--- config.mk ---
export PLATFORM = sky130hd
export DESIGN_NAME = module_lector_teclado
export DESIGN_NICKNAME = d
export VERILOG_FILES = /design/src/rtl/keypad_pkg.sv /design/src/rtl/keypad_row_sync.sv /design/src/rtl/module_lector_teclado.sv
export SDC_FILE = /design/constraint.sdc
export NUM_CORES = 1
export LEC_CHECK = 0
export CAP_MARGIN = 10
export CORE_ASPECT_RATIO = 0.9
export CORE_UTILIZATION = 60
export DETAILED_ROUTE_END_ITERATION = 6
export DONT_BUFFER_PORTS = 1
export PLACE_DENSITY = 0.76
export SETUP_SLACK_MARGIN = 0.2
export SLEW_MARGIN = 20
export SYNTH_ARGS = -nofsm -noshare
export SYNTH_HDL_FRONTEND = slang
export SYNTH_HIERARCHICAL = 1
export SYNTH_SLANG_ARGS = --single-unit
--- constraint.sdc ---
create_clock -name clk -period 7.7 [get_ports clk]
set_input_delay 1.54 -clock clk [delete_from_list [all_inputs] [get_ports clk]]
set_output_delay 1.54 -clock clk [all_outputs]
set_load 0.1 [all_outputs]
--- src/rtl/keypad_pkg.sv ---
// Shared types and key encoding for the 4x4 keypad row reader.
// Used by module_lector_teclado and keypad_row_sync.
package keypad_pkg;

    typedef enum logic [1:0] {
        IDLE,
        DEBOUNCE,
        PRESSED
    } kp_state_e;

    localparam logic [3:0] KEY_STAR = 4'hE;
    localparam logic [3:0] KEY_HASH = 4'hF;

    function automatic logic [3:0] key_map(
        input logic [1:0] row_idx,
        input logic [1:0] col_idx
    );
        logic [3:0] code;
        code = 4'h0;
        if (col_idx == 2'd3) begin
            code = 4'hA + {2'b00, row_idx};
        end else if (row_idx != 2'd3) begin
            code = {2'b00, row_idx} * 4'd3 + {2'b00, col_idx} + 4'd1;
        end else begin
            unique case (col_idx)
                2'd0:    code = KEY_STAR;
                2'd1:    code = 4'h0;
                default: code = KEY_HASH;
            endcase
        end
        return code;
    endfunction

    function automatic logic [1:0] onehot_idx(input logic [3:0] oh);
        logic [1:0] idx;
        idx = 2'd0;
        for (int i = 0; i < 4; i++) begin
            if (oh[i]) idx = i[1:0];
        end
        return idx;
    endfunction

endpackage

--- src/rtl/keypad_row_sync.sv ---
// Two-flop synchronizer for the raw keypad row lines.
// Reset value is the idle level of the lines so no phantom press appears.
module keypad_row_sync #(
    parameter int              WIDTH   = 4,
    parameter logic [WIDTH-1:0] RST_VAL = '0
) (
    input  logic             clk,
    input  logic             rst,
    input  logic [WIDTH-1:0] d_i,
    output logic [WIDTH-1:0] q_o
);

    logic [WIDTH-1:0] meta_q;
    logic [WIDTH-1:0] sync_q;

    always_ff @(posedge clk or posedge rst) begin
        if (rst) begin
            meta_q <= RST_VAL;
            sync_q <= RST_VAL;
        end else begin
            meta_q <= d_i;
            sync_q <= meta_q;
        end
    end

    assign q_o = sync_q;

endmodule

--- src/rtl/module_lector_teclado.sv ---
// Keypad row reader: per-column sampling, debounce, one code per press.
// Optional auto-repeat while held: define KEYPAD_REPEAT_EN.
module module_lector_teclado
    import keypad_pkg::*;
#(
    parameter int   SETTLE_CYCLES    = 16,
    parameter int   DEBOUNCE_SAMPLES = 3,
    parameter logic ROW_ACTIVE_LOW   = 1'b1,
    parameter int   REPEAT_SAMPLES   = 50
) (
    input  logic       clk,
    input  logic       rst,
    input  logic [1:0] col_sel,
    input  logic [3:0] row_in,
    output logic [3:0] key_code,
    output logic       key_valid,
    output logic       key_held
);

    localparam int SW = $clog2(SETTLE_CYCLES + 1);
    localparam int CW = $clog2(DEBOUNCE_SAMPLES + 1);
    localparam logic [SW-1:0] SETTLE_LD = SW'(SETTLE_CYCLES);
    localparam logic [CW-1:0] DEB_N     = CW'(DEBOUNCE_SAMPLES);

    logic [3:0]    row_sync;
    logic [3:0]    rows;
    logic [1:0]    col_q;
    logic [SW-1:0] settle_q, settle_d;
    logic          armed_q, armed_d;
    logic          strobe;

    kp_state_e     state_q, state_d;
    logic [1:0]    cand_row_q, cand_row_d;
    logic [1:0]    cand_col_q, cand_col_d;
    logic [CW-1:0] cnt_q, cnt_d, cnt_inc;
    logic [CW-1:0] rel_q, rel_d, rel_inc;
    logic [3:0]    code_q, code_d;
    logic          valid_q, valid_d;
    logic          single, cand_hit, cand_on;
    logic [1:0]    row_idx;

    keypad_row_sync #(
        .WIDTH   (4),
        .RST_VAL ({4{ROW_ACTIVE_LOW}})
    ) u_row_sync (
        .clk (clk),
        .rst (rst),
        .d_i (row_in),
        .q_o (row_sync)
    );

    assign rows = ROW_ACTIVE_LOW ? ~row_sync : row_sync;

    // One strobe per column visit; a change in the strobe cycle still reloads.
    always_comb begin
        settle_d = settle_q;
        armed_d  = armed_q;
        strobe   = armed_q && (settle_q == '0);
        if (col_sel != col_q) begin
            settle_d = SETTLE_LD;
            armed_d  = 1'b1;
        end else if (strobe) begin
            armed_d = 1'b0;
        end else if (settle_q != '0) begin
            settle_d = settle_q - 1'b1;
        end
    end

    always_ff @(posedge clk or posedge rst) begin
        if (rst) begin
            col_q    <= 2'd0;
            settle_q <= '0;
            armed_q  <= 1'b0;
        end else begin
            col_q    <= col_sel;
            settle_q <= settle_d;
            armed_q  <= armed_d;
        end
    end

    assign single   = $onehot(rows);
    assign row_idx  = onehot_idx(rows);
    assign cand_hit = (col_q == cand_col_q);
    assign cand_on  = single && (row_idx == cand_row_q);
    assign cnt_inc  = (cnt_q == DEB_N) ? cnt_q : cnt_q + 1'b1;
    assign rel_inc  = (rel_q == DEB_N) ? rel_q : rel_q + 1'b1;

`ifdef KEYPAD_REPEAT_EN
    localparam int RW = $clog2(REPEAT_SAMPLES + 1);
    localparam logic [RW-1:0] RPT_N = RW'(REPEAT_SAMPLES);
    logic [RW-1:0] rpt_q, rpt_d, rpt_inc;
    assign rpt_inc = (rpt_q == RPT_N) ? rpt_q : rpt_q + 1'b1;
`endif

    always_comb begin
        state_d    = state_q;
        cand_row_d = cand_row_q;
        cand_col_d = cand_col_q;
        cnt_d      = cnt_q;
        rel_d      = rel_q;
        code_d     = code_q;
        valid_d    = 1'b0;
`ifdef KEYPAD_REPEAT_EN
        rpt_d      = rpt_q;
`endif
        if (strobe) begin
            unique case (state_q)
                IDLE: begin
                    if (single) begin
                        cand_row_d = row_idx;
                        cand_col_d = col_q;
                        cnt_d      = CW'(1);
                        rel_d      = '0;
                        if (DEBOUNCE_SAMPLES <= 1) begin
                            state_d = PRESSED;
                            code_d  = key_map(row_idx, col_q);
                            valid_d = 1'b1;
                        end else begin
                            state_d = DEBOUNCE;
                        end
                    end
                end
                DEBOUNCE: begin
                    if (cand_hit) begin
                        if (!cand_on) begin
                            state_d = IDLE;
                            cnt_d   = '0;
                        end else if (cnt_inc >= DEB_N) begin
                            state_d = PRESSED;
                            cnt_d   = cnt_inc;
                            rel_d   = '0;
                            code_d  = key_map(cand_row_q, cand_col_q);
                            valid_d = 1'b1;
                        end else begin
                            cnt_d = cnt_inc;
                        end
                    end
                end
                PRESSED: begin
                    if (cand_hit) begin
                        if (rows[cand_row_q]) begin
                            rel_d = '0;
                        end else begin
                            rel_d = rel_inc;
                        end
`ifdef KEYPAD_REPEAT_EN
                        if (rpt_inc >= RPT_N) begin
                            rpt_d   = '0;
                            valid_d = 1'b1;
                        end else begin
                            rpt_d = rpt_inc;
                        end
`endif
                        if (!rows[cand_row_q] && rel_inc >= DEB_N) begin
                            state_d = IDLE;
                            cnt_d   = '0;
                            rel_d   = '0;
                            valid_d = 1'b0;
`ifdef KEYPAD_REPEAT_EN
                            rpt_d   = '0;
`endif
                        end
                    end
                end
                default: state_d = IDLE;
            endcase
        end
    end

    always_ff @(posedge clk or posedge rst) begin
        if (rst) begin
            state_q    <= IDLE;
            cand_row_q <= 2'd0;
            cand_col_q <= 2'd0;
            cnt_q      <= '0;
            rel_q      <= '0;
            code_q     <= 4'h0;
            valid_q    <= 1'b0;
`ifdef KEYPAD_REPEAT_EN
            rpt_q      <= '0;
`endif
        end else begin
            state_q    <= state_d;
            cand_row_q <= cand_row_d;
            cand_col_q <= cand_col_d;
            cnt_q      <= cnt_d;
            rel_q      <= rel_d;
            code_q     <= code_d;
            valid_q    <= valid_d;
`ifdef KEYPAD_REPEAT_EN
            rpt_q      <= rpt_d;
`endif
        end
    end

    assign key_code  = code_q;
    assign key_valid = valid_q;
    assign key_held  = (state_q == PRESSED);

endmodule
### Word level (Yosys, flattened, before mapping)

Index checks and enable logic that the tools add are counted.

| word-level totals | value |
|---|---|
| register bits after elaboration | 31 |
| input port bits | 8 |
| output and inout port bits | 6 |
| word-level logic and storage cells | 100 |

| operators by class | value |
|---|---|
| $add $sub $neg | 9 |
| multipliers | 1 |
| $lt $le $gt $ge | 3 |
| equality and inequality tests | 19 |
| mux-type cells | 38 |
| bitwise logic cells | 1 |
| reduce and logical (&&, ||, !) cells | 17 |

Operators by type and width:

| kind | number |
|---|---|
| 2-to-1 mux 2 bit | 19 |
| one-hot mux 2 bit (3 select lines) | 3 |
| 2-to-1 mux 5 bit | 3 |
| AND reduction 6 bit | 2 |
| inequality test 2 bit, second input constant | 5 |
| 2-to-1 mux 1 bit | 9 |
| == test 2 bit, second input constant | 4 |
| 2-to-1 mux 4 bit | 2 |
| one-hot mux 4 bit (2 select lines) | 1 |
| AND reduction 7 bit | 1 |
| inequality test 2 x 1 -> 1 bit, second input constant | 3 |
| logical NOT 5 bit | 1 |
| AND reduction 5 bit | 1 |
| nonzero test 5 bit | 1 |
| subtractor 5 x 1 -> 5 bit, second input constant | 1 |
| adder 1 x 1 -> 2 bit | 2 |
| adder 2 x 1 -> 2 bit, second input constant | 2 |
| adder 4 x 1 -> 4 bit, second input constant | 1 |
| adder 4 x 2 -> 4 bit | 1 |
| adder 4 x 2 -> 4 bit, first input constant | 1 |
| == test 2 x 1 -> 1 bit, second input constant | 2 |
| == test 2 bit | 2 |
| greater-or-equal comparator 2 bit, second input constant | 2 |
| logical NOT 2 bit | 2 |
| other kinds (14) | 17 |

### Longest topological paths before layout

| depth | value |
|---|---|
| depth after elaboration | 10 |
| depth in mapped cells | 9 |
| depth with buffers taken out | 9 |

### Hierarchy

Netlist, hierarchy kept.

By module, submodules not included:

| module | times used | cells an instance | area each (µm²) |
|---|---|---|---|
| module_lector_teclado | 1 | 144 | 1485.2 |
| keypad_row_sync | 1 | 9 | 214.0 |

### Worst setup path before layout

OpenSTA, ideal clock, no wires.

| path | value |
|---|---|
| kind | reg2reg |
| start point | register u_row_sync.sync_q[1] (netlist: u_row_sync/q_o[1]) |
| end point | register rel_q[0] |
| arrival time | 2736 ps |
| data required time | 7573 ps |
| setup slack | 4836 ps |
| cell stages (with the launch flop) | 10 |
| path buffers | 0 |
| cells stage by stage | dfstp_2 > fa_1 > inv_1 > ha_1 > ha_1 > nor3b_1 > nand2_1 > a211o_1 > a2111o_1 > mux2_1 |

| between the ends | value |
|---|---|
| longest elaborated chain between the ends | 8 |
| elaborated cells on any way between the ends | 20 |
| those cells by class | 2 x add/sub; 4 x eq/ne; 9 x mux; 1 x bitwise; 4 x reduce/logical |

Ends and longest elaborated chain:

| item | line | source |
|---|---|---|
| start, declared | keypad_row_sync.sv:14 | `logic [WIDTH-1:0] sync_q;` |
| start signal, assigned | keypad_row_sync.sv:22 | `sync_q <= meta_q;` |
| inverter 4 bit (*) | module_lector_teclado.sv:52 | `assign rows = ROW_ACTIVE_LOW ? ~row_sync : row_sync;` |
| branches (longest 7 deep; another with adder 2 x 2 -> 3 bit) | -- |  |
| end signal, assigned | module_lector_teclado.sv:187 | `rel_q <= rel_d;` |
| end, declared | module_lector_teclado.sv:36 | `logic [CW-1:0] rel_q, rel_d, rel_inc;` |

Mark *: on every way between the ends. The select of a mux whose other input is x is not followed.
A chain may end at the register's enable or synchronous reset.

### Final worst setup path

| path | value |
|---|---|
| start point | register state_q[0] |
| end point | output key_held |

| between the ends | value |
|---|---|
| longest elaborated chain between the ends | 1 |

Ends and longest elaborated chain:

| item | line | source |
|---|---|---|
| start, declared | module_lector_teclado.sv:32 | `kp_state_e state_q, state_d;` |
| start signal, assigned | module_lector_teclado.sv:183 | `state_q <= state_d;` |
| == test 2 bit | module_lector_teclado.sv:198 | `assign key_held = (state_q == PRESSED);` |
| end, declared | module_lector_teclado.sv:17 | `output logic key_held` |

No other way between the ends.

==> impl_metrics.ini <==
[detailed_routing]
vias = 1099
first_iter_violations = 31
via_per_inst = 5.58
final_antenna_net_count = 0
drc = 0
wire_per_inst_um = 14.6
drtPass1Iterations = 4
totalWireLength_um = 2880

[layout]
areaGrowthSynthToFinish_pct = 5.08
drive_above_1_share_pct = 18.9
fillerInstances = 198
fin_cells = 197
nets = 181
diodes = 0
fin_area_mm2 = 0.00179

[sta]
max_slew_margin_pct = 27.8
worst_slew_pin_slew_ns = 1.08
setup_tns_ns = 0
rsz0062_at_grt = false
drv_slew = 0
fmax_mhz = 303
layout_min_cycle_time_ns = 3.30
finClkSkew_ns = 0.0110
timing.hold.ws_ns = 0.350
fin_crit_sh_pct = 42.9
hold_viol_final = 0
setup_viol_count_final = 0
setup_ws_ns = 4.40

[placement]
dp.cells = 189
dpl_cell_area_mm2 = 0.00174
dp_hpwl_um = 2210
finalWeightedCongestion = 0.829
portBuffers = 0
dpl_worst_slack_ns = 4.65

[worst_setup_path]
end_kind = primary output
cp.arrival_ns = 1.76
slowest_stage = ha_1
r2r_cells = 9
crit_required_ns = 6.16
path_cells = inv_1, ha_1
path_class = flip-flop to primary output
critPathLaunch = state_q[0]$_DFFE_PP0P_
reg2reg_to = rel_q[1]$_DFFE_PP0P_
r2r-start = u_row_sync/q_o[1]$_DFF_PP1_
startpoint_type = flip-flop
crit_path_max_incr_delay_ns = 0.89
r2r_slack_ns = 4.62
path_max_fanout = 5

[power_and_ir_drop]
cellPowerDensity_mw_per_mm2 = 300
ir_worst_vdd_mv = 0.163
p_leak_uw = 0.000827

[die]
core.rowCount = 17
die_x_um = 58.1
die_h_um = 52.5
core_mm2 = 0.00257
start_util_pct = 66.0
io_pins = 14
die_area_mm2 = 0.00305

[hold_path]
worstHoldStart = u_row_sync/meta_q[1]$_DFF_PP1_
min_path_cells = 0
hold_path_class = flip-flop to flip-flop
hold_end = u_row_sync/q_o[1]$_DFF_PP1_

[clock_tree]
postCtsResizedCells = 0
numCtsBuffers = 5
cts-htree-levels = 2
clock_latency_ns = 0.34
clock_sinks = 31
cts.clk_slew.worst_paths_ns = 0.10
cts_tree = done
clock-root-buffer = clkbuf_4
holdBufCountCts = 0
post-cts-setup-buffer-count = 0
clockBufferDepth = 2

[logic_synthesis]
ys_top_cells_by_area = dfrtp_1 (34%), dfstp_2 (12%), ha_1 (8.8%)
post_synth.cell_area_avg_um2 = 11.1
synth_nets = 176
yosysMostFrequentCell = dfrtp_1
yosysSeqAreaShare_pct = 46.2
ys_ff_latch = 31
synth_commonest_cells = dfrtp_1 (23), inv_1 (14), nand2_1 (13), ha_1 (12), nor2_1 (11)
ys_warn_count = 6
yosysTopAreaCellShare_pct = 33.9
synth_edf_count = 0
async_reset_ff_share_pct = 100
yosysTopAreaCell = dfrtp_1
syn-cell-area_mm2 = 0.00170
synthCells = 153
ys.flop_type = dfrtp_1
synth_cell_types = 39

[global_route]
antenna_found_initial = 0
grt_pass1_vias = 1129
grt_max_degree = 24
grt_first_pass_wirelength_um = 5130
grt_use_total_pct = 24.3
grt_overflow_total = 0

[status]
status = finished, final reports clean

[flow_run]
max-cap-violations = 0
==> state kept, by name, indices dropped and copies added (netlist names) <==
register	flops
u_row_sync/meta_q	4
settle_q	5
cnt_q	2
rel_q	2
key_code	4
armed_q	1
state_q	2
cand_col_q	2
key_valid	1
u_row_sync/q_o	4
col_q	2
cand_row_q	2
==> cell families (layout without fill, tap and decap cells) <==
kind of cell	Yosys count	in the layout	share of synthesized area [%]
AND/OR/NAND/NOR	43	43	14.1
AO/OA/AOI/OAI	25	25	10.2
flip-flops	31	31	46.2
multiplexers	14	14	8.98
XOR/XNOR	8	8	4.12
buffers and inverters	17	23	3.98
adder cells (fa/ha/maj)	15	15	12.4
==> final cells by class <==
class	count	area, um^2	area share [%]
clock inverters	1	5.00	0.280
clock buffers	7	45.0	2.52
inverters	15	56.3	3.15
multi-input cells	105	846	47.4
flip-flops and latches	31	786	44.0
well taps	38	47.5	2.66
==> where the power goes <==
part	switching, uW	internal (uW)
sequential	44.2	189
combinational	114	99.5
clock	53.4	35.5
total	212	324
==> worst max path at each step <==
stage | endpoint | slack, ns | cells after the start
global placement | rel_q[0]$_DFFE_PP0P_ | 4.72 | 9
CTS | key_held | 4.39 | 2
detailed placement | rel_q[1]$_DFFE_PP0P_ | 4.65 | 9
finish | key_held | 4.40 | 2
global route | key_held | 4.34 | 2
floorplan | rel_q[0]$_DFFE_PP0P_ | 4.84 | 9
==> through the flow <==
stage                     utilization [%]  total power, uW
after floorplan                         -              406
after global placement               67.4              440
after detailed placement             67.4              449
after CTS                            69.4              541
after global routing                 69.4              589
final                                69.4              536
==> placed cells by master, fill, tap and decap left out, types with 2 or more instances in the layout <==
master	count
and3_1	2
dfrtp_1	23
nand2_1	13
nand3b_1	2
nor2_1	11
clkbuf_4	5
nand4_1	2
nor3_1	2
clkbuf_1	2
inv_1	14
mux2i_1	4
nand2b_1	3
dfstp_2	8
xor2_1	2
a21oi_1	9
ha_1	12
o211ai_1	2
xnor2_1	6
a21o_1	2
o21ai_0	4
a211o_1	2
mux2_1	2
mux2_2	8
fa_1	3
==> per-layer routing <==
| metal | share of wire [%] | track usage (%) |
|---|---|---|
| met1 | 47 | 31.4 |
| met2 | 48 | 37.4 |
| met3 | 3.4 | 5.93 |
| met4 | 2.0 | 14.3 |
| met5 | 0 | 0 |
==> critical path: cells and delay by family, from the launching register on <==
family | cells | cell delay [ns]
buffers and inverters | 1 | 0.12
flip-flops | 1 | 0.42
adder cells (fa/ha/maj) | 1 | 0.89
Power figures use the tool's default switching activity.
